$ cat src/rtl/mmio_fabric.sv
// Memory-mapped I/O fabric: decodes the CPU address into NSLOT fixed-size windows.
// Fast slots complete in one cycle; WAIT_MASK slots go through an ack handshake with timeout.
module mmio_fabric #(
  parameter int                NSLOT      = 8,
  parameter int                ADDR_W     = 15,
  parameter int                SLOT_BITS  = 8,
  parameter int                DATA_W     = 8,
  parameter logic [NSLOT-1:0]  WAIT_MASK  = '0,
  parameter int                TIMEOUT    = 15,
  parameter logic [DATA_W-1:0] DEFAULT_RD = 8'hFF
) (
  input  logic                    clk,
  input  logic                    reset,
  input  logic                    re,
  input  logic                    we,
  input  logic [ADDR_W-1:0]       addr,
  input  logic [DATA_W-1:0]       data_write,
  output logic [DATA_W-1:0]       data_read,
  output logic                    busy,
  output logic                    bus_err,
  output logic [NSLOT-1:0]        p_sel,
  output logic                    p_re,
  output logic                    p_we,
  output logic [SLOT_BITS-1:0]    p_addr,
  output logic [DATA_W-1:0]       p_wdata,
  input  logic [NSLOT*DATA_W-1:0] p_rdata,
  input  logic [NSLOT-1:0]        p_ack,
  output logic [1:0]              o_dbg_state
);

  localparam int IDX_W = ADDR_W - SLOT_BITS;
  localparam logic [7:0] CNT_LAST = 8'(TIMEOUT - 1);

  typedef enum logic [1:0] {
    S_IDLE = 2'd0,
    S_WAIT = 2'd1,
    S_DONE = 2'd2
  } state_t;

  state_t               r_state;
  logic [NSLOT-1:0]     r_sel;
  logic                 r_re;
  logic                 r_we;
  logic [SLOT_BITS-1:0] r_off;
  logic [DATA_W-1:0]    r_wdata;
  logic [7:0]           r_cnt;
  logic [DATA_W-1:0]    r_data_read;
  logic                 r_bus_err;

  logic [IDX_W-1:0]  w_idx;
  logic [NSLOT-1:0]  w_hit;
  logic              w_mapped;
  logic              w_req;
  logic              w_rd;
  logic              w_wait;
  logic              w_fast;
  logic              w_ack;
  logic [DATA_W-1:0] w_cpu_rdata;
  logic [DATA_W-1:0] w_req_rdata;

  assign w_idx    = addr[ADDR_W-1:SLOT_BITS];
  assign w_req    = re | we;
  assign w_rd     = re & ~we;
  assign w_mapped = |w_hit;
  assign w_wait   = |(w_hit & WAIT_MASK);
  assign w_fast   = w_req & w_mapped & ~w_wait;
  assign w_ack    = |(p_ack & r_sel);

  // Slot decode and read muxes: one for the live CPU address, one for the registered request.
  always_comb begin
    w_hit       = '0;
    w_cpu_rdata = '0;
    w_req_rdata = '0;
    for (int i = 0; i < NSLOT; i++) begin
      if (w_idx == IDX_W'(i)) begin
        w_hit[i]    = 1'b1;
        w_cpu_rdata = p_rdata[i*DATA_W +: DATA_W];
      end
      if (r_sel[i]) begin
        w_req_rdata = p_rdata[i*DATA_W +: DATA_W];
      end
    end
  end

  // CPU handshake: while busy is high the CPU holds re/we/addr/data_write; an access
  // completes in the first cycle it is presented with busy low (DONE ignores the held request).
  always_comb begin
    p_sel   = '0;
    p_re    = 1'b0;
    p_we    = 1'b0;
    p_addr  = addr[SLOT_BITS-1:0];
    p_wdata = data_write;
    busy    = 1'b0;
    case (r_state)
      S_IDLE: begin
        if (w_fast) begin
          p_sel = w_hit;
          p_re  = w_rd;
          p_we  = we;
        end
        busy = w_req & w_wait;
      end
      S_WAIT: begin
        p_sel   = r_sel;
        p_re    = r_re;
        p_we    = r_we;
        p_addr  = r_off;
        p_wdata = r_wdata;
        busy    = 1'b1;
      end
      default: begin
        p_addr  = r_off;
        p_wdata = r_wdata;
      end
    endcase
  end

  always_ff @(posedge clk) begin
    if (reset) begin
      r_state     <= S_IDLE;
      r_sel       <= '0;
      r_re        <= 1'b0;
      r_we        <= 1'b0;
      r_off       <= '0;
      r_wdata     <= '0;
      r_cnt       <= '0;
      r_data_read <= '0;
      r_bus_err   <= 1'b0;
    end else begin
      r_bus_err <= 1'b0;
      case (r_state)
        S_IDLE: begin
          if (w_req) begin
            if (!w_mapped) begin
              if (w_rd) r_data_read <= DEFAULT_RD;
              r_bus_err <= 1'b1;
            end else if (w_wait) begin
              r_sel   <= w_hit;
              r_re    <= w_rd;
              r_we    <= we;
              r_off   <= addr[SLOT_BITS-1:0];
              r_wdata <= data_write;
              r_cnt   <= '0;
              r_state <= S_WAIT;
            end else if (w_rd) begin
              r_data_read <= w_cpu_rdata;
            end
          end
        end
        S_WAIT: begin
          if (w_ack) begin
            if (r_re) r_data_read <= w_req_rdata;
            r_state <= S_DONE;
          end else if (r_cnt == CNT_LAST) begin
            // Timed-out reads return the default byte; timed-out writes are simply dropped.
            if (r_re) r_data_read <= DEFAULT_RD;
            r_bus_err <= 1'b1;
            r_state   <= S_DONE;
          end else begin
            r_cnt <= r_cnt + 8'd1;
          end
        end
        default: r_state <= S_IDLE;
      endcase
    end
  end

  assign data_read   = r_data_read;
  assign bus_err     = r_bus_err;
  assign o_dbg_state = r_state;

endmodule

$ cat config.mk
export PLATFORM = sky130hd
export DESIGN_NAME = mmio_fabric
export DESIGN_NICKNAME = d
export VERILOG_FILES = /design/src/rtl/mmio_fabric.sv
export SDC_FILE = /design/constraint.sdc
export NUM_CORES = 1
export LEC_CHECK = 0
export ABC_AREA = 0
export CORE_AREA = 5 5 100 55
export DETAILED_ROUTE_END_ITERATION = 7
export DIE_AREA = 0 0 105 60
export PLACE_DENSITY = 0.81
export SLEW_MARGIN = 20
export SYNTH_ARGS = -nofsm -noshare
export SYNTH_HDL_FRONTEND = slang
export SYNTH_SLANG_ARGS = --single-unit
$ cat constraint.sdc
create_clock -name clk -period 1.9 [get_ports clk]
set_clock_uncertainty 0.2 [all_clocks]
set_input_delay 0.19 -clock clk [delete_from_list [all_inputs] [get_ports clk]]
set_output_delay 0.19 -clock clk [all_outputs]
set_load 0.02 [all_outputs]
==> results of run 1 <==
## through the flow
step / util (%) / power (W)
after floorplan: - / 0.000414
after global placement: 50.1 / 0.000606
after detailed placement: 50.1 / 0.000613
after CTS: 50.8 / 0.000840
after global routing: 52.1 / 0.000890
final: 52.1 / 0.000842
## kinds of logic after synthesis
family,after synthesis,synth area share (%)
flops,9,14.3
simple gates,73,32.7
mux,15,13.7
buf+inv,33,16.6
other cells,1,0.297
compound gates,41,22.4
## Yosys cell counts, types with 3 or more instances
cell and count:
a211oi_1 4, dfxtp_1 9, buf_2 8, mux2_2 8, mux2i_1 6, a22oi_1 3
nor2_1 19, nand2_1 13, a21oi_1 3, a32oi_1 3, nand4_1 3, nor2b_1 5
o21ai_0 8, a31oi_1 5, o22ai_1 3, buf_4 20, o21ai_1 4, nor3_1 12
## what timing repair did
action / 4_1_cts / 5_1_grt
endpoints found under the setup margin: 18 / 10
cloned: 0 / 0
pin swaps: 1 / 2
buffers inserted: 0 / 4
resized for setup: 54 / 7
## sequential cells by signal (all words and copies together) (netlist names)
name	flops
bus_err	1
data_read	8
## report_power, final
part	leakage [nW]	internal, W	switching (W)
logic	0.864	0.000249	0.000158
clock network	0.0228	0.000146	0.0000780
registers	0.0747	0.000203	0.00000638
total	0.962	0.000599	0.000243
## cell type report
class,count,area [um2]
flip-flops and latches,9,180
clock buffers,4,45.0
well taps,60,75.1
multi-input cells,132,911
repair buffers,128,1200
fillers,441,2220
inverters,2,7.51
## worst max-delay path by stage
stage,end,cells after the start,startpoint
floorplan,p_sel[2],3,addr[13]
global placement,p_sel[0],5,addr[12]
detailed placement,p_sel[0],5,addr[12]
CTS,p_sel[6],5,addr[11]
global route,p_sel[0],6,addr[14]
finish,p_sel[0],6,addr[14]
## metal layers
layer	vias to the layer above	track usage, %	part of all wire (%)
li1	825	-	-
met4	0	2.19	0.15
met3	2	6.47	9.2
met1	782	20.7	44
met5	-	0	0
met2	83	28.4	46
==> qor.yml, run 1 <==
fin_ws_ns: 0.0289
synth_seq_cells: 9
pre_cts_ws_ns: -0.740
final_cell_mix: "clkdlybuf4s50_1, buf_4, nor2_1"
synth_edf_count: 0
fin_setup_tns_ns: 0
critPathMaxFanout: 3
numCtsBuffers: 3
yosysSeqAreaShare_pct: 14.3
power_density_mw_per_mm2: 348
synth.distinct_cells: 47
diodes: 0
portBuffers: 93
synth_top_cell_area_share_pct: 14.3
chipHeight_um: 60
root_buffer: "clkbuf_8"
post_drt_wl_per_cell_um: 16.0
routed_wl_mm: 5.37
grt_pass1_vias: 1749
worstHoldStart: "addr[2]"
ant_nets: 0
worst_r2r_endpoint: "data_read[3]"
cp.required_ns: 1.51
report.final.slew_viol_count: 0
path_cells: "dlygate4sd2_1, nor4_4, buf_6, nand2b_2, nor4_2, buf_4"
drt-pass1-iter-count: 5
cts.sinks: 9
post-route-period-util_pct: 98.5
place_congestion: 0.809
hold_buffers: 0
antenna_found_initial: 0
cap_violations: 0
cts-htree-levels: 1
async_flop_share_pct: 0
synthTopCellsByArea: "dfxtp_1, buf_4, mux2_2, nor2_1, mux2i_1"
syn_inst: 172
drc_errors: 0
min_path_cells: 0
die_x_um: 105
timing_worst_setup_path_type: "in -> out"
hold_end: "p_addr[2]"
final_cells: 335
dp_cells: 327
grt-ovfl-total: 0
grt.total_usage_pct: 16.6
grt_start_max_net_pins: 14
fin_area_mm2: 0.00242
nNetsFinal: 375
worstReg2RegStart: "data_read[3]"
synth.avg_cell_area_um2: 7.33
holdWs_ns: 0.180
path_buf_inv: 3
initial_core_util_pct: 27.2
crit_arrival_ns: 1.48
dieArea_mm2: 0.00630
row_count: 18
layout-drive-gt1-share_pct: 25.8
end_kind: "output pin"
status: "finished clean"
p_leak_nw: 0.962
setup_viol: 0
finalCriticalPeriod_ns: 1.87
yosysWarnings: 0
fmax_mhz: 534
dpl_cell_area_mm2: 0.00232
worstSetupStartpointType: "primary input"
vdd_drop_max_mv: 0.275
hold_viol: 0
reg2reg_depth: 4
dp_hpwl_mm: 4.62
hold_class: "in -> out"
ys.flop_type: "dfxtp_1"
cp_slowest_cell: "dlygate4sd2_1"
viasPerCell: 5.05
core_area_mm2: 0.00464
synth_area_mm2: 0.00126
vias: 1692
clock_latency_ns: 0.23
drt_iter0_markers: 72
synth_top_area_cell: "dfxtp_1"
grt_pass1_wl_mm: 8.33
slowest_delay_ns: 0.30
ioPinCount: 137
synthToLayoutAreaGrowth_pct: 91.7
final_common_cell: "clkdlybuf4s50_1"
cpLargestDelayFamily: "buffers and inverters"
cts_tree: "yes"
r2r_slack_ns: 0.82
rsz0062_at_grt: "no"
cts.path.max_buffers: 2
(Power assumes the default switching activity.)
==> run 2: changes to the inputs <==
--- a/config.mk
+++ b/config.mk
@@ -6,10 +6,10 @@
 export NUM_CORES = 1
 export LEC_CHECK = 0
 export ABC_AREA = 0
-export CORE_AREA = 5 5 100 55
+export CORE_AREA = 5 5 72 74
 export DETAILED_ROUTE_END_ITERATION = 7
-export DIE_AREA = 0 0 105 60
-export PLACE_DENSITY = 0.81
+export DIE_AREA = 0 0 77 79
+export PLACE_DENSITY = 0.82
 export SLEW_MARGIN = 20
 export SYNTH_ARGS = -nofsm -noshare
 export SYNTH_HDL_FRONTEND = slang
==> qor.yml, run 2 (same netlist as run 1, synthesis figures left out) <==
status: "finished clean"  # unchanged
cap_violations: 0  # unchanged
rsz0062_at_grt: "no"  # unchanged
chipHeight_um: 79  # was 60 um
timing_worst_setup_path_type: "in -> out"  # unchanged
portBuffers: 93  # unchanged
end_kind: "output pin"  # unchanged
power_density_mw_per_mm2: 347  # was 348 mW/mm2
hold_class: "in -> out"  # unchanged
hold_viol: 0  # unchanged
worstReg2RegStart: "data_read[2]"  # was data_read[3]
routed_wl_mm: 5.28  # was 5.37 mm
fin_setup_tns_ns: 0  # unchanged
finalPower_w: 0.000856  # was 0.000842 W
cts.path.max_buffers: 2  # unchanged
worst_r2r_endpoint: "data_read[2]"  # was data_read[3]
antenna_found_initial: 0  # unchanged
diodes: 0  # unchanged
drt_iter0_markers: 102  # was 72
drc_errors: 0  # unchanged
final_util_pct: 54.5  # was 52.1%
final_common_cell: "clkdlybuf4s50_1"  # unchanged
cts_tree: "yes"  # unchanged
initial_core_util_pct: 27.8  # was 27.2%
vias: 1714  # was 1692
p_leak_nw: 1.00  # was 0.962 nW
grt.total_usage_pct: 16.3  # was 16.6%
reg2reg_depth: 4  # unchanged
viasPerCell: 5.13  # was 5.05
setup_viol: 0  # unchanged
final_cell_mix: "clkdlybuf4s50_1, buf_4, nor2_1"  # unchanged
cts.sinks: 9  # unchanged
post_drt_wl_per_cell_um: 15.8  # was 16.0 um
drt-pass1-iter-count: 4  # was 5
nNetsFinal: 380  # was 375
multi_input_area_um2: 965  # was 911 um2
row_count: 25  # was 18
finalCriticalPeriod_ns: 1.80  # was 1.87 ns
ff_latch_area_um2: 180  # unchanged
min_path_cells: 0  # unchanged
worstSetupStartpointType: "primary input"  # unchanged
numCtsBuffers: 3  # unchanged
fill_cells: 407  # was 441
r2r_slack_ns: 0.83  # was 0.82 ns
worstHoldStart: "addr[2]"  # unchanged
largest_reg_flops: 8  # unchanged
clock_latency_ns: 0.24  # was 0.23 ns
root_buffer: "clkbuf_8"  # unchanged
grt_pass1_vias: 1728  # was 1749
layout-drive-gt1-share_pct: 30.7  # was 25.8%
grt_pass1_wl_mm: 8.14  # was 8.33 mm
die_x_um: 77  # was 105 um
ioPinCount: 137  # unchanged
dp_hpwl_mm: 4.34  # was 4.62 mm
cts-htree-levels: 1  # unchanged
ant_nets: 0  # unchanged
core_area_mm2: 0.00454  # was 0.00464 mm2
place_congestion: 0.883  # was 0.809
crit_arrival_ns: 1.41  # was 1.48 ns
critPathMaxFanout: 3  # unchanged
synthToLayoutAreaGrowth_pct: 95.9  # was 91.7%
cp.required_ns: 1.51  # about the same
grt_start_max_net_pins: 13  # was 14
post-route-period-util_pct: 94.9  # was 98.5%
hold_buffers: 0  # unchanged
grt-ovfl-total: 0  # unchanged
dieArea_mm2: 0.00608  # was 0.00630 mm2
hold_end: "p_addr[2]"  # unchanged
fmax_mhz: 554  # was 534 MHz
report.final.slew_viol_count: 0  # unchanged
vdd_drop_max_mv: 0.143  # was 0.275 mV
==> run 2: cell types whose count changed in the layout (fill, tap and decap cells not counted), moves of 2 or more <==
cell             previous run  this run
buf_12                      3         0
nor3_1                     12        10
dlymetal6s2s_1              0         3
a32oi_1                     3         1
dlygate4sd2_1               6         0
buf_4                      30        39
a32oi_2                     0         2
nor3_2                      0         2
clkdlybuf4s15_1             2         4
==> run 2: final cells by class <==
class / count / area share [%]
well taps: 54 / 2.73
inverters: 2 / 0.304
flip-flops and latches: 9 / 7.29
clock inverters: 1 / 0.203
repair buffers: 133 / 48.8
multi-input cells: 132 / 39.0
clock buffers: 3 / 1.67
==> run 2: how the worst max path moves through the flow <==
stage	startpoint	end	slack (ns)	cells past startpoint
floorplan	addr[13]	p_sel[2]	0.1	3
global placement	addr[13]	p_sel[0]	-0.68	5
detailed placement	addr[13]	p_sel[0]	-0.78	5
CTS	addr[8]	data_read[7]	0.0004	8
global route	addr[14]	p_sel[0]	0.001	6
finish	re	p_re	0.1	5
==> run 2: repair_timing <==
| item | 4_1_cts | 5_1_grt |
|---|---|---|
| gates resized for setup | 57 | 15 |
| pin swaps | 4 | 3 |
| setup buffers | 4 | 0 |
| endpoints found under the setup margin | 18 | 17 |
==> run 2: worst max-delay path, stage by stage <==
cell,delay [ns]
clkdlybuf4s50_1,0.58
nor2b_2,0.21
nand2_2,0.07
inv_1,0.05
clkdlybuf4s15_1,0.30
==> run 2: stage by stage <==
step                      setup slack [ns]  cells  area [um2]  hold slack [ns]
after floorplan                     0.0963    174        1270            0.166
after global placement              -0.683    326        2340            0.180
after detailed placement            -0.784    326        2340            0.180
after CTS                         0.000379    334        2430            0.180
after global routing               0.00105    334        2470            0.180
final                               0.0963    334        2470            0.180
==> run 2: metal layers <==
| layer | share of wire [%] | wire [um] | vias up | track usage [%] |
|---|---|---|---|---|
| li1 | - | - | 835 | - |
| met1 | 40 | 2110 | 769 | 19.7 |
| met2 | 48 | 2550 | 97 | 27.4 |
| met3 | 9.2 | 484 | 13 | 3.85 |
| met4 | 2.4 | 129 | 0 | 7.04 |
| met5 | 0 | 0 | - | 0 |
==> run 2: report_power, final <==
group / switching, W / internal [W] / total (W) / leakage [nW]
combinational: 0.000162 / 0.000256 / 0.000418 / 0.904
sequential: 0.00000614 / 0.000203 / 0.000209 / 0.0747
clock: 0.0000852 / 0.000144 / 0.000229 / 0.0255
total: 0.000253 / 0.000603 / 0.000856 / 1.00
